<file path="config.mk">
export PLATFORM = sky130hd
export DESIGN_NAME = bus_device_port_flat
export DESIGN_NICKNAME = d
export VERILOG_FILES = /design/src/rtl/bus_device_port_if.sv /design/src/rtl/bus_device_port.sv /design/src/flat_wrapper.sv
export SDC_FILE = /design/constraint.sdc
export NUM_CORES = 1
export LEC_CHECK = 0
export CAP_MARGIN = 20
export CORE_AREA = 2 2 79 73
export CTS_CLUSTER_SIZE = 30
export DETAILED_ROUTE_END_ITERATION = 7
export DIE_AREA = 0 0 81 75
export PLACE_DENSITY = 0.81
export SYNTH_ARGS = -nofsm -noshare
export SYNTH_HDL_FRONTEND = slang
export SYNTH_SLANG_ARGS = --single-unit
</file>
<file path="constraint.sdc">
create_clock -name clk -period 8.2 [get_ports clk]
set_input_delay 1.23 -clock clk [delete_from_list [all_inputs] [get_ports clk]]
set_output_delay 1.23 -clock clk [all_outputs]
set_load 0.005 [all_outputs]
</file>
<file path="src/rtl/bus_device_port_if.sv">
// Bus device port signal bundle.
// Device side uses slave; the environment side uses master.
interface bus_device_port_if #(
   parameter int N = 8
);
   logic [N-1:0] tx_data;
   logic         tx_valid;
   logic         tx_ready;
   logic         req;
   logic         grant;
   logic         peer_grant;
   logic [N-1:0] bus_out;
   logic         bus_oe;
   logic [N-1:0] bus_in;
   logic [N-1:0] rx_data;
   logic         rx_valid;
   logic         collision;

   modport slave (
      input  tx_data, tx_valid, grant, peer_grant, bus_in,
      output tx_ready, req, bus_out, bus_oe,
      output rx_data, rx_valid, collision
   );

   modport master (
      output tx_data, tx_valid, grant, peer_grant, bus_in,
      input  tx_ready, req, bus_out, bus_oe,
      input  rx_data, rx_valid, collision
   );
endinterface

</file>
<file path="src/rtl/bus_device_port.sv">
// Shared-bus device port: TX FIFO, request/burst FSM,
// RX capture of peer words and sticky collision flag.
module bus_device_port #(
   parameter int N         = 8,
   parameter int DEPTH     = 4,
   parameter int MAX_BURST = 4
) (
   input logic              clk,
   input logic              rst,
   bus_device_port_if.slave bus
);
   localparam int AW = $clog2(DEPTH);
   localparam int CW = AW + 1;
   localparam int BW = $clog2(MAX_BURST + 1);

   typedef enum logic [1:0] {IDLE, REQ, XFER, HOLD} state_t;

   state_t        state_q, state_d;
   logic [N-1:0]  mem_q [DEPTH];
   logic [N-1:0]  mem_d [DEPTH];
   logic [AW-1:0] wr_ptr_q, wr_ptr_d;
   logic [AW-1:0] rd_ptr_q, rd_ptr_d;
   logic [CW-1:0] count_q, count_d;
   logic [BW-1:0] burst_q, burst_d;
   logic [N-1:0]  rx_data_q, rx_data_d;
   logic          rx_valid_q, rx_valid_d;
   logic          collision_q, collision_d;
   logic          full;
   logic          push;
   logic          pop;

   assign full = (count_q == CW'(DEPTH));
   assign push = bus.tx_valid && !full;
   assign pop  = (state_q == XFER) && bus.grant && (count_q != '0);

   assign bus.tx_ready  = !full;
   assign bus.req       = (state_q == REQ) || (state_q == XFER);
   assign bus.bus_oe    = pop;
   assign bus.bus_out   = pop ? mem_q[rd_ptr_q] : '0;
   assign bus.rx_data   = rx_data_q;
   assign bus.rx_valid  = rx_valid_q;
   assign bus.collision = collision_q;

   // FIFO bookkeeping: push and pop may share a cycle
   always_comb begin
      mem_d    = mem_q;
      wr_ptr_d = wr_ptr_q;
      rd_ptr_d = rd_ptr_q;
      count_d  = count_q;
      if (push) begin
         mem_d[wr_ptr_q] = bus.tx_data;
         wr_ptr_d        = wr_ptr_q + AW'(1);
      end
      if (pop) begin
         rd_ptr_d = rd_ptr_q + AW'(1);
      end
      case ({push, pop})
         2'b10:   count_d = count_q + CW'(1);
         2'b01:   count_d = count_q - CW'(1);
         default: count_d = count_q;
      endcase
   end

   // Request/burst FSM; burst count lives only inside XFER
   always_comb begin
      state_d = state_q;
      burst_d = burst_q;
      case (state_q)
         IDLE: if (count_q != '0) state_d = REQ;
         REQ:  if (bus.grant) state_d = XFER;
         XFER: begin
            if (!pop) begin
               state_d = HOLD;
            end else begin
               burst_d = burst_q + BW'(1);
               if (count_d == '0 || burst_d == BW'(MAX_BURST)) begin
                  state_d = HOLD;
               end
            end
         end
         HOLD:    state_d = IDLE;
         default: state_d = IDLE;
      endcase
      if (state_d != XFER) burst_d = '0;
   end

   // Peer capture is suppressed when both grants overlap
   always_comb begin
      rx_data_d   = rx_data_q;
      rx_valid_d  = 1'b0;
      collision_d = collision_q | (bus.grant & bus.peer_grant);
      if (bus.peer_grant && !bus.grant) begin
         rx_data_d  = bus.bus_in;
         rx_valid_d = 1'b1;
      end
   end

   // State registers with synchronous reset
   always_ff @(posedge clk) begin
      if (rst) begin
         state_q     <= IDLE;
         mem_q       <= '{default: '0};
         wr_ptr_q    <= '0;
         rd_ptr_q    <= '0;
         count_q     <= '0;
         burst_q     <= '0;
         rx_data_q   <= '0;
         rx_valid_q  <= 1'b0;
         collision_q <= 1'b0;
      end else begin
         state_q     <= state_d;
         mem_q       <= mem_d;
         wr_ptr_q    <= wr_ptr_d;
         rd_ptr_q    <= rd_ptr_d;
         count_q     <= count_d;
         burst_q     <= burst_d;
         rx_data_q   <= rx_data_d;
         rx_valid_q  <= rx_valid_d;
         collision_q <= collision_d;
      end
   end
endmodule

</file>
<file path="src/flat_wrapper.sv">
// flat-port wrapper written by rule: the top's interface ports become plain ports
module bus_device_port_flat 
#(
   parameter int N         = 8,
   parameter int DEPTH     = 4,
   parameter int MAX_BURST = 4
)
  (clk, rst, bus_tx_data, bus_tx_valid, bus_grant, bus_peer_grant, bus_bus_in, bus_tx_ready, bus_req, bus_bus_out, bus_bus_oe, bus_rx_data, bus_rx_valid, bus_collision);
  bus_device_port_if #(.N(N)) bus_i ();
  input logic clk;
  input logic rst;
  input wire logic [$bits(bus_i.tx_data)-1:0] bus_tx_data;
  input wire logic [$bits(bus_i.tx_valid)-1:0] bus_tx_valid;
  input wire logic [$bits(bus_i.grant)-1:0] bus_grant;
  input wire logic [$bits(bus_i.peer_grant)-1:0] bus_peer_grant;
  input wire logic [$bits(bus_i.bus_in)-1:0] bus_bus_in;
  output wire logic [$bits(bus_i.tx_ready)-1:0] bus_tx_ready;
  output wire logic [$bits(bus_i.req)-1:0] bus_req;
  output wire logic [$bits(bus_i.bus_out)-1:0] bus_bus_out;
  output wire logic [$bits(bus_i.bus_oe)-1:0] bus_bus_oe;
  output wire logic [$bits(bus_i.rx_data)-1:0] bus_rx_data;
  output wire logic [$bits(bus_i.rx_valid)-1:0] bus_rx_valid;
  output wire logic [$bits(bus_i.collision)-1:0] bus_collision;
  assign bus_i.tx_data = bus_tx_data;
  assign bus_i.tx_valid = bus_tx_valid;
  assign bus_i.grant = bus_grant;
  assign bus_i.peer_grant = bus_peer_grant;
  assign bus_i.bus_in = bus_bus_in;
  assign bus_tx_ready = bus_i.tx_ready;
  assign bus_req = bus_i.req;
  assign bus_bus_out = bus_i.bus_out;
  assign bus_bus_oe = bus_i.bus_oe;
  assign bus_rx_data = bus_i.rx_data;
  assign bus_rx_valid = bus_i.rx_valid;
  assign bus_collision = bus_i.collision;
  bus_device_port #(.N(N), .DEPTH(DEPTH), .MAX_BURST(MAX_BURST)) u_core (.clk(clk), .rst(rst), .bus(bus_i));
endmodule
</file>
==> impl_metrics.tcl, run 1 <==
set metrics [dict create \
    p_leak_nw 1.32 \
    share_seq_of_total_power_pct 50.2 \
    max_cap_violations 0 \
    seq_area_sq_um 1080 \
    pin_count 42 \
    clk_latency_ps 300 \
    outcome "finished clean" \
    cts_root_buf "clkbuf_8" \
    timing.critical_path.to_type "primary output" \
    drc 0 \
    cts_post_setup_buffers_inserted 0 \
    fin_crit_ps 4200 \
    rows 25 \
    max-vdd-ir-drop_v 0.000125 \
    p_per_area_nw_per_um2 190 \
    synth_top_area_share_pct 42.6 \
    start_util_pct 48.8 \
    max_freq_ghz 0.238 \
    synth.distinct_cells 38 \
    fin_nets 313 \
    postRouteAntennaNets 0 \
    grt_max_degree 52 \
    chipWidth_microns 81 \
    core_sq_um 5190 \
    tritoncts "yes" \
    via_count 1774 \
    ys_seq_elements 54 \
    tightestPinTransition_ps 944 \
    async_flop_share_pct 0 \
    cp-start-kind "input port" \
    finalCritPeriodShare_pct 51.2 \
    cts_resized 0 \
    synth_area_per_cell_sq_um 10.3 \
    comb_power_share_pct 22.0 \
    cts_sinks 54 \
    dp_hpwl_mm 3.13 \
    critical_path_class "input port to primary output" \
    slew_violations 0 \
    yosys-top-cells-area "dfxtp_1 43%, mux2i_1 13%, mux4_2 7.1%, nor2_1 6.2%, ha_1 5.4%" \
    worstPathRequired_ps 6970 \
    diodes 0 \
    swShare_pct 27.7 \
    grt_pass1_wl_mm 7.73 \
    gp_congestion 0.722 \
    slew_headroom_pct 37.0 \
    die_h_microns 75 \
    antenna_found_initial 0 \
    synth_warnings 0 \
    numCtsBuffers 5 \
    grt_use_total_pct 16.6 \
    synth-edff-count 0 \
    final_hold_viol_count 0 \
    grt_pass1_vias 1637 \
    setup_viol_count_final 0 \
    syn_area_sq_um 2540 \
    wl_per_cell_microns 13.3 \
    synthToLayoutAreaGrowth_pct 20.8 \
    clk_pin_slew_ps 90 \
    synth.yosys.seq_area_share_pct 42.6 \
    arrival_ps 2970 \
    min_path_type "flip-flop to flip-flop" \
    rsz0062_at_grt "no" \
    setup_tns_ps 0 \
    grt_overflow_total 0 \
    switching_power_w 0.000161 \
    firstDrtPassIters 4 \
    routed_wl_mm 4.62 \
    drtIter0Drc 87 \
    synth_fp_nets 279 \
    layout-drive-gt1-share_pct 9.61 \
    netlist.top_cell.by_area "dfxtp_1" \
    clk_path_buf_depth 2 \
    die-area_sq_um 6080 \
    port-buffer-count 41 \
    path_max_fanout 14 \
    htreeDepth 2 \
    clkPwrFrac_pct 27.8 \
    vias_per_cell 5.10 \
    ys.flop_type "dfxtp_1" \
    multi_input_area_sq_um 1360 \
    timing.final.ws_setup_ps 4000 \
    nFillCells 455 \
    cts_hold_buf 0 \
    fin_worst_skew_ps 6.88 \
    syn_inst 246 \
    pre_cts_slack_ps 4020 \
    intPower_w 0.000420 \
]
## area by class of cell
cell class / instances / area share [%]
Sequential cell: 54 / 35.3
Multi-Input combinational cell: 169 / 44.2
Clock inverter: 1 / 0.286
Tap cell: 67 / 2.74
Clock buffer: 7 / 3.14
Inverter: 9 / 1.10
Timing Repair Buffer: 41 / 13.2
## state kept, by name (all words and copies together) (netlist names)
register	cells
u_core.bus.rx_data	8
u_core.state_q	2
u_core.bus.collision	1
u_core.wr_ptr_q	2
u_core.bus.rx_valid	1
u_core.mem_q	32
u_core.rd_ptr_q	2
u_core.burst_q	3
u_core.count_q	3
## per-stage QoR
stage	total power (W)	instances	hold slack [ps]	utilization [%]	area [sq um]
finish	0.000581	348	460	59.0	3060
global route	0.000614	348	482	59.0	3060
CTS	0.000587	348	464	59.0	3060
detailed placement	0.000425	340	450	57.0	2960
global placement	0.000422	340	442	57.0	2960
floorplan	0.000386	246	453	-	2540
## power groups by stage
stage | Clock (W) | Combinational, W | Sequential [W]
final | 0.000162 | 0.000128 | 0.000292
after global routing | 0.000179 | 0.000141 | 0.000295
after CTS | 0.000167 | 0.000129 | 0.000292
after detailed placement | 0 | 0.000127 | 0.000298
after global placement | 0 | 0.000125 | 0.000297
after floorplan | 0 | 0.0000936 | 0.000292
## logic make-up after synthesis
kind of cell / Yosys count / share of synthesized area [%]
AOI/OAI and AO/OA: 19 / 5.53
muxes: 42 / 20.5
xor gates and xnor gates: 8 / 2.76
and+or+nand+nor: 88 / 18.4
adders and majority gates: 12 / 6.22
DFF: 54 / 42.6
buffers and inverters: 23 / 3.95
## worst paths after layout
path	startpoint	to	slack [ps]	depth (start not counted)
max	bus_grant	bus_bus_out[7]	4000	5
min	u_core.bus.rx_data[0]	u_core.bus.rx_data[0]	460	2
max reg2reg	u_core.count_q[2]	u_core.state_q[0]	5250	9
min reg2reg	u_core.bus.rx_data[0]	u_core.bus.rx_data[0]	460	2
## critical path, cell delays in order
cell and delay [ps]:
clkdlybuf4s50_1 580, o311ai_2 190, inv_2 260, and2_1 200
clkdlybuf4s50_1 510
## synth_stat cells (4+ instances only)
cell / instances
nand2_1: 21
nand3_4: 4
dfxtp_1: 54
and2_1: 8
inv_1: 8
nor2_1: 42
xor2_1: 5
ha_1: 11
mux2i_1: 34
clkbuf_1: 9
mux4_2: 8
a21oi_1: 12
## metal layers
metal	GRT usage, %	share of wire, %	vias to the layer above
met5	0	0	-
met4	5.65	1.2	0
met3	3.36	4.3	5
met2	26.6	47	37
met1	22.7	48	832
li1	-	-	900
## placed cells by master (no fill, tap or decap), drive strengths merged, types with 7 or more instances in the layout
cell and count:
ha 11, nand2 21, mux4 8, inv 9, and2 8, a21oi 12, clkdlybuf4s50 40, dfxtp 54
clkbuf 7, mux2i 34, nor2 42
Note: power is estimated with default switching activity, not from simulation.
==> run 2, diff against run 1 <==
clock period = 4 ns   (was 8.2 ns; I/O delays follow)
==> run 2 against run 1 <==
Flip-flop and latch count is the same. Count of clock-buffer cells in the layout shrank 2. Worst setup slack lost 3000 ps. Clock power grew 130%. Cell area grew 0.25%. Critical path depth grew 5. Critical endpoint is now u_core.state_q[0].
==> impl_metrics.tcl, run 2 (synthesis gave the netlist of run 1 again) <==
set metrics [dict create \
    hold_slack_ps 456 \
    arrival_ps 3140 \
    path_max_fanout 14 \
    dp_hpwl_mm 3.13 \
    antenna_found_initial 0 \
    seq_area_sq_um 1080 \
    firstDrtPassIters 4 \
    critical_path_class "input port to flip-flop" \
    start_util_pct 48.8 \
    fin_nets 313 \
    routed_wl_mm 4.60 \
    chipWidth_microns 81 \
    cp-start-kind "input port" \
    nFillCells 464 \
    layout_common_cells "54 x dfxtp_1, 42 x nor2_1, 40 x clkdlybuf4s50_1, 34 x mux2i_1, 21 x nand2_1" \
    vias_per_cell 5.10 \
    die_h_microns 75 \
    clk_path_buf_depth 2 \
    max_freq_ghz 0.337 \
    layout-drive-gt1-share_pct 9.61 \
    layout_commonest_cell "dfxtp_1" \
    grt_use_total_pct 16.5 \
    rows 25 \
    slew_violations 0 \
    fin_crit_ps 2970 \
    wl_per_cell_microns 13.2 \
    tightestPinTransition_ps 934 \
    final_hold_viol_count 0 \
    outcome "finished clean" \
    worstPathCellList "clkdlybuf4s50_1 -> o311ai_2 -> inv_2 -> ha_1 -> inv_1 -> fa_1 -> xor2_1 -> mux2i_1 -> o31a_1 -> nor2b_1" \
    setup_tns_ps 0 \
    worst_path_max_delay_cell "clkdlybuf4s50_1" \
    cts_post_setup_buffers_inserted 0 \
    clk_pin_slew_ps 90 \
    diodes 0 \
    setup_viol_count_final 0 \
    cts_hold_buf 0 \
    slew_headroom_pct 37.7 \
    regMostFlops "u_core.mem_q" \
    design_area_sq_um 3070 \
    grt_max_degree 52 \
    final_core_util_pct 59.2 \
    largest_register_ffs 32 \
    instances_no_fill 348 \
    cts_resized 0 \
    grt_pass1_wl_mm 7.76 \
    timing.critical_path.to_type "flip-flop" \
    die-area_sq_um 6080 \
    place_inst 340 \
    p_leak_nw 1.33 \
    finalCritPeriodShare_pct 74.2 \
    htreeDepth 2 \
    worstPathRequired_ps 4170 \
    cts_root_buf "clkbuf_8" \
    gp_congestion 0.764 \
    placed_area_sq_um 2960 \
    fin_worst_skew_ps 4.98 \
    grt_overflow_total 0 \
    tritoncts "yes" \
    max-vdd-ir-drop_v 0.000246 \
    multi_input_area_sq_um 1360 \
    rsz0062_at_grt "no" \
    grt_pass1_vias 1675 \
    cts_sinks 54 \
    clk_latency_ps 310 \
    synthToLayoutAreaGrowth_pct 21.1 \
    port-buffer-count 41 \
    drc 0 \
    p_per_area_nw_per_um2 399 \
    crit_path_max_incr_delay_ps 570 \
    drtIter0Drc 108 \
    min_path_type "flip-flop to flip-flop" \
    core_sq_um 5190 \
    numCtsBuffers 5 \
    pin_count 42 \
    postRouteAntennaNets 0 \
    max_cap_violations 0 \
    via_count 1776 \
]
## run 2: changes by cell type in the layout (fill, tap and decap cells not counted), sizes merged
cell	before	now
bufinv	0	1
clkbuf	7	5
inv	9	10
## run 2: worst max-delay path: cells and delay by family
kind / cells / cell delay [ps]
xor gates and xnor gates: 1 / 230
and+or+nand+nor: 1 / 150
adders and majority gates: 2 / 660
AOI/OAI and AO/OA: 2 / 490
buffers and inverters: 3 / 890
muxes: 1 / 110
## run 2: metrics by stage
step / setup slack [ps] / power, W
after global placement: 796 / 0.000864
after CTS: 1030 / 0.00124
after global routing: 895 / 0.00129
after floorplan: 1340 / 0.000792
after detailed placement: 698 / 0.000869
final: 1030 / 0.00122
## run 2: cell type report
| cell class | count | area share, % |
|---|---|---|
| clock inverter | 3 | 1.43 |
| inverter | 9 | 1.10 |
| multi-input combinational | 169 | 44.1 |
| tap | 67 | 2.73 |
| sequential | 54 | 35.2 |
| clock buffer | 5 | 2.24 |
| timing repair buffer | 41 | 13.2 |
## run 2: worst paths after layout
kind | cells past startpoint | startpoint | to | slack, ps
worst min register to register | 2 | u_core.bus.rx_data[3] | u_core.bus.rx_data[3] | 460
worst max register to register | 9 | u_core.count_q[2] | u_core.state_q[0] | 1060
worst max-delay path | 10 | bus_grant | u_core.state_q[0] | 1030
worst min-delay path | 2 | u_core.bus.rx_data[3] | u_core.bus.rx_data[3] | 460
## run 2: report_power, final
group	leakage [nW]	switching (W)	internal, W
Sequential	0.440	0.0000300	0.000570
Combinational	0.831	0.000124	0.000132
Clock	0.0585	0.000181	0.000188
Total	1.33	0.000335	0.000890
## run 2: routing by layer
layer | track usage [%] | wire length [microns] | vias to the layer above
li1 | - | - | 901
met1 | 22.9 | 2310 | 840
met2 | 25.4 | 2080 | 30
met3 | 2.88 | 143 | 5
met4 | 7.34 | 69 | 0
met5 | 0 | 0 | -
==> run 3, diff against run 2 <==
clock period = 3.1 ns   (was 4 ns; I/O delays follow)
==> run 3 against run 2 <==
Worst setup slack worse by 640 ps. First-iteration DRC count is 13% lower. Flip-flop and latch count stayed put. Cell area stayed put. Count of clock-buffer cells in the layout stayed put. Combinational power is 34% higher. Power is 22% higher. Final cell count is 0.86% higher. Non-clock buffer count is 4 higher. Global-route usage is 0.082 points lower. Critical endpoint unchanged. Largest power group unchanged.
==> impl_metrics.tcl, run 3 (synthesis gave the netlist of run 1 again) <==
set metrics [dict create \
    grt_max_degree 52 \
    postRouteAntennaNets 0 \
    vias_per_cell 5.10 \
    power_w 0.00149 \
    worst_path_max_delay_cell "dfxtp_1" \
    slew_headroom_pct 38.0 \
    comb_power_share_pct 23.0 \
    clk_path_buf_depth 2 \
    crit_family "simple AND/OR/NAND/NOR gates" \
    wl_per_cell_microns 13.2 \
    antenna_found_initial 0 \
    max_cap_violations 0 \
    switching_power_w 0.000425 \
    worstPathRequired_ps 3260 \
    worstPathCellList "or3b_1 -> nand2_1 -> ha_1 -> inv_1 -> fa_1 -> xor2_1 -> mux2i_1 -> o31a_1 -> nor2b_1" \
    largest_register_ffs 32 \
    crit_path_max_incr_delay_ps 490 \
    setup_tns_ps 0 \
    hold_start "u_core.bus.rx_data[0]" \
    p_leak_nw 1.33 \
    fin_nets 317 \
    port-buffer-count 41 \
    firstDrtPassIters 4 \
    clk_pin_slew_ps 90 \
    core_sq_um 5190 \
    final_core_util_pct 59.2 \
    grt_use_total_pct 16.4 \
    timing.final.ws_setup_ps 389 \
    timing.critical_path.buf_inv 1 \
    path_max_fanout 8 \
    gp_congestion 0.762 \
    cts_post_setup_buffers_inserted 0 \
    placed_area_sq_um 2990 \
    worstHoldEndpoint "u_core.bus.rx_data[0]" \
    die_h_microns 75 \
    finalCritPeriodShare_pct 87.5 \
    regMostFlops "u_core.mem_q" \
    share_seq_of_total_power_pct 51.7 \
    tightestPinTransition_ps 930 \
    min_path_cells 2 \
    synthToLayoutAreaGrowth_pct 21.1 \
    outcome "finished clean" \
    critical_path_class "flip-flop to flip-flop" \
    min_path_type "flip-flop to flip-flop" \
    swShare_pct 28.5 \
    r2r-start "u_core.count_q[2]" \
    layout_commonest_cell "dfxtp_1" \
    rows 25 \
    r2r_slack_ps 390 \
    fin_worst_skew_ps 5.48 \
    via_count 1789 \
    intPower_w 0.00107 \
    timing.critical_path.to_type "flip-flop" \
    die-area_sq_um 6080 \
    max-vdd-ir-drop_v 0.000245 \
    drc 0 \
    clkPwrFrac_pct 25.3 \
    grt_pass1_wl_mm 7.58 \
    drtIter0Drc 94 \
    numCtsBuffers 5 \
    diodes 0 \
    cts_sinks 54 \
    clk_latency_ps 300 \
    layout_common_cells "54 x dfxtp_1, 42 x nor2_1, 40 x clkdlybuf4s50_1, 34 x mux2i_1, 21 x nand2_1" \
    cts_hold_buf 0 \
    rsz0062_at_grt "no" \
    chipWidth_microns 81 \
    arrival_ps 2880 \
    reg2reg_depth 9 \
    cp-start-kind "flip-flop" \
    grt_pass1_vias 1676 \
    htreeDepth 2 \
    start_util_pct 48.8 \
    max_freq_ghz 0.369 \
    pin_count 42 \
    routed_wl_mm 4.64 \
    dp_hpwl_mm 3.22 \
    r2r-end "u_core.state_q[0]" \
    tritoncts "yes" \
    nFillCells 470 \
    final_hold_viol_count 0 \
    design_area_sq_um 3070 \
    fin_crit_ps 2710 \
    pre_cts_slack_ps 107 \
    p_per_area_nw_per_um2 485 \
    slew_violations 0 \
    grt_overflow_total 0 \
    layout-drive-gt1-share_pct 10.6 \
    cts_root_buf "clkbuf_8" \
    cts_resized 0 \
    setup_viol_count_final 0 \
]
run 3: cell types whose count changed in the layout (fill, tap and decap cells not counted):
cell       change
buf_4          +4
bufinv_16      -1
run 3: how the worst max path moves through the flow:
stage | start | end | slack (ps) | cells past startpoint
CTS | u_core.count_q[2] | u_core.state_q[0] | 380 | 9
finish | u_core.count_q[2] | u_core.state_q[0] | 390 | 9
global route | u_core.count_q[2] | u_core.state_q[0] | 160 | 9
global placement | bus_grant | u_core.state_q[0] | 210 | 10
floorplan | u_core.state_q[0] | u_core.state_q[0] | 440 | 12
detailed placement | bus_grant | u_core.state_q[0] | 110 | 10
run 3: layout make-up:
class	instances	area, sq um	area share [%]
well taps	67	83.8	2.73
multi-input cells	169	1360	44.1
clock inverters	2	13.8	0.448
clock buffers	5	68.8	2.24
flip-flops and latches	54	1080	35.2
inverters	9	33.8	1.10
repair buffers	45	435	14.2
run 3: worst reg2reg max path, stage by stage (launching register included):
cell,delay [ps]
dfxtp_1,490
or3b_1,400
nand2_1,160
ha_1,210
inv_1,70
fa_1,430
xor2_1,240
mux2i_1,120
o31a_1,320
nor2b_1,150
run 3: metrics by stage:
step	std cells	hold WS, ps
global route	351	481
floorplan	246	453
global placement	344	443
CTS	351	464
finish	351	460
detailed placement	344	450
run 3: power groups by stage:
| stage | logic (W) | clock network (W) | registers [W] |
|---|---|---|---|
| floorplan | 0.000248 | 0 | 0.000774 |
| global placement | 0.000334 | 0 | 0.000784 |
| detailed placement | 0.000345 | 0 | 0.000785 |
| CTS | 0.000346 | 0.000389 | 0.000770 |
| global route | 0.000377 | 0.000418 | 0.000776 |
| finish | 0.000343 | 0.000377 | 0.000770 |
run 3: metal layers:
| metal | up-vias | track usage [%] | wire (microns) |
|---|---|---|---|
| met3 | 2 | 3.96 | 169 |
| met4 | 0 | 5.27 | 40 |
| met1 | 846 | 21.2 | 2240 |
| li1 | 906 | - | - |
| met5 | - | 0 | 0 |
| met2 | 35 | 27.5 | 2190 |
